### src/rtl/key_pkg.sv
// rtl/key_pkg.sv - shared state encoding and constant helpers for the key debouncer
package key_pkg;

  localparam int STATE_W = 3;

  typedef enum logic [STATE_W-1:0] {
    IDLE = 3'd0,
    DWX  = 3'd1,
    HOLD = 3'd2,
    LONG = 3'd3,
    UPX  = 3'd4
  } key_state_t;

  function automatic int clog2(input int v);
    int r;
    longint x;
    r = 0;
    x = 1;
    while (x < longint'(v)) begin
      x = x << 1;
      r = r + 1;
    end
    return r;
  endfunction

endpackage

### src/rtl/key_chan.sv
// rtl/key_chan.sv - one key channel: synchroniser, edge detect, debounce/long/repeat FSM
module key_chan
  import key_pkg::*;
#(
  parameter int ACTIVE_LOW = 1,
  parameter int T_DEB      = 2_000_000,
  parameter int T_LONG     = 100_000_000,
  parameter int T_RPT      = 20_000_000,
  parameter int CNT_W      = 27
) (
  input  logic clk,
  input  logic rst_n,
  input  logic key,
  output logic key_press,
  output logic key_release,
  output logic key_long,
  output logic key_rpt,
  output logic key_state
);

  localparam logic INV = (ACTIVE_LOW != 0);
  localparam logic [CNT_W-1:0] TC_DEB  = CNT_W'(T_DEB - 1);
  localparam logic [CNT_W-1:0] TC_HOLD = CNT_W'(T_LONG - T_DEB - 1);
  localparam logic [CNT_W-1:0] TC_RPT  = CNT_W'(T_RPT - 1);

  logic sync1, sync2, sync_d;
  logic cur, prev, dn_edge, up_edge;
  key_state_t state;
  logic [CNT_W-1:0] cnt;

  // Synchroniser resets to the released level so a key held through reset reads as a new press
  always_ff @(posedge clk or negedge rst_n) begin
    if (!rst_n) begin
      sync1  <= INV;
      sync2  <= INV;
      sync_d <= INV;
    end else begin
      sync1  <= key;
      sync2  <= sync1;
      sync_d <= sync2;
    end
  end

  assign cur     = sync2 ^ INV;
  assign prev    = sync_d ^ INV;
  assign dn_edge = cur & ~prev;
  assign up_edge = ~cur & prev;

  always_ff @(posedge clk or negedge rst_n) begin
    if (!rst_n) begin
      state       <= IDLE;
      cnt         <= '0;
      key_press   <= 1'b0;
      key_release <= 1'b0;
      key_long    <= 1'b0;
      key_rpt     <= 1'b0;
      key_state   <= 1'b0;
    end else begin
      key_press   <= 1'b0;
      key_release <= 1'b0;
      key_long    <= 1'b0;
      key_rpt     <= 1'b0;
      // Edges are tested before terminal counts so a coincident edge suppresses the pulse
      case (state)
        IDLE: begin
          cnt <= '0;
          if (dn_edge) state <= DWX;
        end
        DWX: begin
          if (up_edge) begin
            state <= IDLE;
            cnt   <= '0;
          end else if (cnt == TC_DEB) begin
            state     <= HOLD;
            cnt       <= '0;
            key_press <= 1'b1;
            key_state <= 1'b1;
          end else begin
            cnt <= cnt + CNT_W'(1);
          end
        end
        HOLD: begin
          if (up_edge) begin
            state <= UPX;
            cnt   <= '0;
          end else if (cnt == TC_HOLD) begin
            state    <= LONG;
            cnt      <= '0;
            key_long <= 1'b1;
          end else begin
            cnt <= cnt + CNT_W'(1);
          end
        end
        LONG: begin
          if (up_edge) begin
            state <= UPX;
            cnt   <= '0;
          end else if (cnt == TC_RPT) begin
            cnt     <= '0;
            key_rpt <= 1'b1;
          end else begin
            cnt <= cnt + CNT_W'(1);
          end
        end
        UPX: begin
          if (dn_edge) begin
            state <= HOLD;
            cnt   <= '0;
          end else if (cnt == TC_DEB) begin
            state       <= IDLE;
            cnt         <= '0;
            key_release <= 1'b1;
            key_state   <= 1'b0;
          end else begin
            cnt <= cnt + CNT_W'(1);
          end
        end
        default: begin
          state     <= IDLE;
          cnt       <= '0;
          key_state <= 1'b0;
        end
      endcase
    end
  end

endmodule

### src/rtl/key_multi.sv
// rtl/key_multi.sv - multi-channel key debouncer with long-press and auto-repeat
module key_multi
  import key_pkg::*;
#(
  parameter int KEY_N      = 4,
  parameter int ACTIVE_LOW = 1,
  parameter int T_DEB      = 2_000_000,
  parameter int T_LONG     = 100_000_000,
  parameter int T_RPT      = 20_000_000
) (
  input  logic             clk,
  input  logic             rst_n,
  input  logic [KEY_N-1:0] key,
  output logic [KEY_N-1:0] key_press,
  output logic [KEY_N-1:0] key_release,
  output logic [KEY_N-1:0] key_long,
  output logic [KEY_N-1:0] key_rpt,
  output logic [KEY_N-1:0] key_state
);

  localparam int CNT_W = clog2(((T_LONG > T_RPT) ? T_LONG : T_RPT) + 1);

  if (KEY_N < 1) begin : g_bad_key_n
    $error("key_multi: KEY_N must be >= 1");
  end
  if (T_DEB < 2) begin : g_bad_deb
    $error("key_multi: T_DEB must be >= 2");
  end
  if (T_LONG <= T_DEB) begin : g_bad_long
    $error("key_multi: T_LONG must be > T_DEB");
  end
  if (T_RPT < 2) begin : g_bad_rpt
    $error("key_multi: T_RPT must be >= 2");
  end

  for (genvar i = 0; i < KEY_N; i++) begin : g_chan
    key_chan #(
      .ACTIVE_LOW(ACTIVE_LOW),
      .T_DEB     (T_DEB),
      .T_LONG    (T_LONG),
      .T_RPT     (T_RPT),
      .CNT_W     (CNT_W)
    ) u_chan (
      .clk        (clk),
      .rst_n      (rst_n),
      .key        (key[i]),
      .key_press  (key_press[i]),
      .key_release(key_release[i]),
      .key_long   (key_long[i]),
      .key_rpt    (key_rpt[i]),
      .key_state  (key_state[i])
    );
  end

endmodule

### config.mk
export PLATFORM = sky130hd
export DESIGN_NAME = key_multi
export DESIGN_NICKNAME = d
export VERILOG_FILES = /design/src/rtl/key_pkg.sv /design/src/rtl/key_chan.sv /design/src/rtl/key_multi.sv
export SDC_FILE = /design/constraint.sdc
export NUM_CORES = 1
export LEC_CHECK = 0
export ABC_AREA = 1
export BUFFER_PORTS_ARGS = -buffer_cell sky130_fd_sc_hd__clkbuf_2
export CAP_MARGIN = 10
export CORE_MARGIN = 3
export CORE_UTILIZATION = 39
export DETAILED_ROUTE_END_ITERATION = 12
export SYNTH_ARGS = -nofsm -noshare
export SYNTH_HDL_FRONTEND = slang
export SYNTH_SLANG_ARGS = --single-unit
### constraint.sdc
create_clock -name clk -period 2.3 [get_ports clk]
set_clock_uncertainty 0.15 [all_clocks]
set_input_delay 0.46 -clock clk [delete_from_list [all_inputs] [get_ports clk]]
set_output_delay 0.46 -clock clk [all_outputs]
set_load 0.02 [all_outputs]
==> results.py <==
metrics = {
    "run_status": {
        "status": "complete, no violations",
    },
    "power_and_ir_drop": {
        "peakVddDrop_mv": 0.507,
        "power_density_mw_per_mm2": 764,
        "leakagePower_nw": 4.59,
    },
    "clock_network": {
        "post_cts_buffers": 0,
        "insertion_delay_ns": 0.43,
        "path_clk_slew_ns": 0.07,
        "numClockSinks": 152,
        "cts_inserted_buffers": 17,
        "clock_path_buffers": 2,
        "h-tree-depth": 4,
        "cts_resized": 0,
        "cts_tree": "built",
        "cts_hold_buf": 5,
        "clockRootBuffer": "clkbuf_16",
    },
    "placement": {
        "dp_hpwl_um": 15900,
        "port_buffers": 25,
        "routabilityCongestion": 0.952,
    },
    "floorplan": {
        "io_pins": 26,
        "core_mm2": 0.0229,
        "die_h_um": 160,
        "die_w_um": 160,
        "rows": 55,
        "start_util_pct": 40.2,
        "dieArea_mm2": 0.0255,
    },
    "routing": {
        "drt_iter0_markers": 658,
        "vias_per_cell": 4.87,
        "routed_wl_um": 21300,
        "vias": 8090,
        "dr.pass1.iters": 5,
        "drc_errors": 0,
        "postRouteAntennaNets": 0,
        "wire_per_inst_um": 12.8,
    },
    "global_route": {
        "grt_start_max_net_pins": 43,
        "overflow": 0,
        "track_usage_pct": 17.3,
        "antenna_found_initial": 0,
        "grt_first_pass_wirelength_um": 37000,
        "grt_pass1_vias": 7811,
    },
    "hold_path": {
        "whs_path_depth": 0,
        "holdPathEnd": "g_chan[3].u_chan.sync2",
        "hold_start": "g_chan[3].u_chan.sync1",
        "hold_path_class": "reg -> reg",
    },
    "cells_and_area": {
        "fill_cells": 2346,
        "drive_gt1_share_pct": 8.23,
        "fin_util_pct": 44.8,
        "nets": 1345,
        "n_antenna_cell": 0,
        "final_cell_mix": "nor2_1, nand2_1, inv_1",
        "area_growth_pct": 11.4,
        "layout_commonest_cell": "nor2_1",
    },
    "worst_setup_path": {
        "critical_path.max_fanout": 27,
        "rr_startpoint": "g_chan[2].u_chan.cnt[0]",
        "critPathArrivalTime_ns": 2.27,
        "crit_path_end_kind": "flip-flop",
        "required_ns": 2.47,
        "worst_r2r_endpoint": "g_chan[2].u_chan.cnt[16]",
        "start_kind": "flip-flop",
        "r2r_slack_ns": 0.20,
        "rr_worst_depth": 11,
        "worstSetupPathType": "reg -> reg",
    },
    "logic_synthesis": {
        "synth_nets": 1315,
        "synth_warnings": 0,
        "syn_area_per_cell_um2": 7.06,
        "synth_seq_cells": 152,
        "synth.distinct_cells": 37,
        "synthCells": 1305,
        "ys_seq_area_share_pct": 41.5,
        "netlist_area_mm2": 0.00921,
    },
    "sta": {
        "tns_ns": 0,
        "finalCriticalPeriod_ns": 2.10,
        "worst_pin_slew_ns": 0.507,
        "setup_viol": 0,
        "timing.final.hold_violations": 0,
        "fmax_mhz": 476,
        "max_slew_margin_pct": 65.9,
        "fin_crit_sh_pct": 91.4,
        "drv_slew": 0,
        "rsz0062_at_grt": "no",
    },
    "job": {
        "cap_violations": 0,
    },
}
==> metal layers <==
metal  share of wire (%)  wire (µm)  global-route usage, %  vias up
met4                 1.7        367                   5.13        0
met5                   0          0                      0        -
li1                    -          -                      -     4136
met1                  48      10200                   24.1     3698
met3                 5.3       1120                   3.24       33
met2                  45       9610                   27.5      223
==> final cells by class <==
class | instances | area, µm² | area share [%]
inverters | 165 | 621 | 6.05
clock inverters | 11 | 114 | 1.11
flip-flops and latches | 152 | 3820 | 37.2
well taps | 313 | 392 | 3.82
repair buffers | 44 | 349 | 3.40
multi-input cells | 955 | 4500 | 43.9
clock buffers | 21 | 460 | 4.49
==> kinds of logic (layout without fill, tap and decap cells) <==
family / count (synthesis) / in the layout / share of synthesized area (%)
simple gates: 843 / 843 / 39.7
compound gates: 44 / 44 / 2.62
buf+inv: 198 / 241 / 9.62
fa+ha+maj: 4 / 4 / 0.544
flops: 152 / 152 / 41.5
xor+xnor: 64 / 64 / 6.09
==> power breakdown <==
part	internal, mW	switching, mW
registers	2.86	0.145
clock network	1.57	1.18
logic	0.689	1.39
total	5.11	2.72
==> state kept, by name, summed over array words and instances, names as in the netlist <==
signal / flops
g_chan.u_chan.sync_d: 4
g_chan.u_chan.key_rpt: 4
g_chan.u_chan.key_release: 4
g_chan.u_chan.key_press: 4
g_chan.u_chan.cnt: 108
g_chan.u_chan.sync2: 4
g_chan.u_chan.state: 12
g_chan.u_chan.key_state: 4
g_chan.u_chan.key_long: 4
g_chan.u_chan.sync1: 4
==> synth_stat cells, drive strengths merged <==
| cell type | n | area share, % |
|---|---|---|
| nor2 | 308 | 13 |
| and3 | 1 | 0.068 |
| o21bai | 3 | 0.24 |
| nand4 | 34 | 2.3 |
| a21oi | 8 | 0.43 |
| nand3b | 11 | 0.90 |
| nor4 | 7 | 0.48 |
| xnor2 | 14 | 1.3 |
| nor3 | 46 | 2.8 |
| o22ai | 4 | 0.27 |
| nor3b | 1 | 0.082 |
| and2 | 1 | 0.068 |
| a21o | 1 | 0.082 |
| buf | 33 | 2.9 |
| ha | 4 | 0.54 |
| dfstp | 12 | 3.4 |
| nand3 | 123 | 6.9 |
| or2 | 4 | 0.27 |
| o31ai | 2 | 0.16 |
| o21ai | 25 | 1.4 |
| clkinv | 1 | 0.054 |
| xor2 | 50 | 4.8 |
| inv | 164 | 6.7 |
| a31oi | 1 | 0.068 |
| nand2 | 307 | 13 |
| dfrtp | 140 | 38 |
==> critical path, stage by stage (launching register included) <==
cell	delay [ns]
dfrtp_1	0.38
ha_1	0.30
nand3_2	0.15
clkinv_2	0.09
nand2_1	0.09
nor2_2	0.16
nand2_2	0.10
nand3_1	0.09
nand2_2	0.09
nor2_4	0.13
buf_12	0.18
nor2_1	0.05
==> how the worst max path moves through the flow <==
| stage | from | end | slack (ns) |
|---|---|---|---|
| after CTS | g_chan[2].u_chan.cnt[0] | g_chan[2].u_chan.cnt[22] | 0.19 |
| after global routing | g_chan[2].u_chan.cnt[0] | g_chan[2].u_chan.cnt[16] | 0.03 |
| after detailed placement | g_chan[2].u_chan.cnt[0] | g_chan[2].u_chan.cnt[4] | 0.21 |
| after floorplan | g_chan[2].u_chan.cnt[0] | g_chan[2].u_chan.cnt[8] | 0.40 |
| final | g_chan[2].u_chan.cnt[0] | g_chan[2].u_chan.cnt[16] | 0.20 |
| after global placement | g_chan[0].u_chan.cnt[0] | g_chan[0].u_chan.cnt[8] | 0.25 |
==> metrics by stage <==
stage	hold slack, ns	setup WS [ns]	std cells	total power, mW	cell area (µm²)
floorplan	0.0144	0.399	1305	4.64	9210
global placement	0.196	0.247	1624	5.16	9630
detailed placement	0.197	0.211	1624	5.15	9630
CTS	0.206	0.187	1661	7.96	10300
global route	0.209	0.0290	1661	8.40	10300
finish	0.204	0.198	1661	7.83	10300
Power figures use the tool's default switching activity.
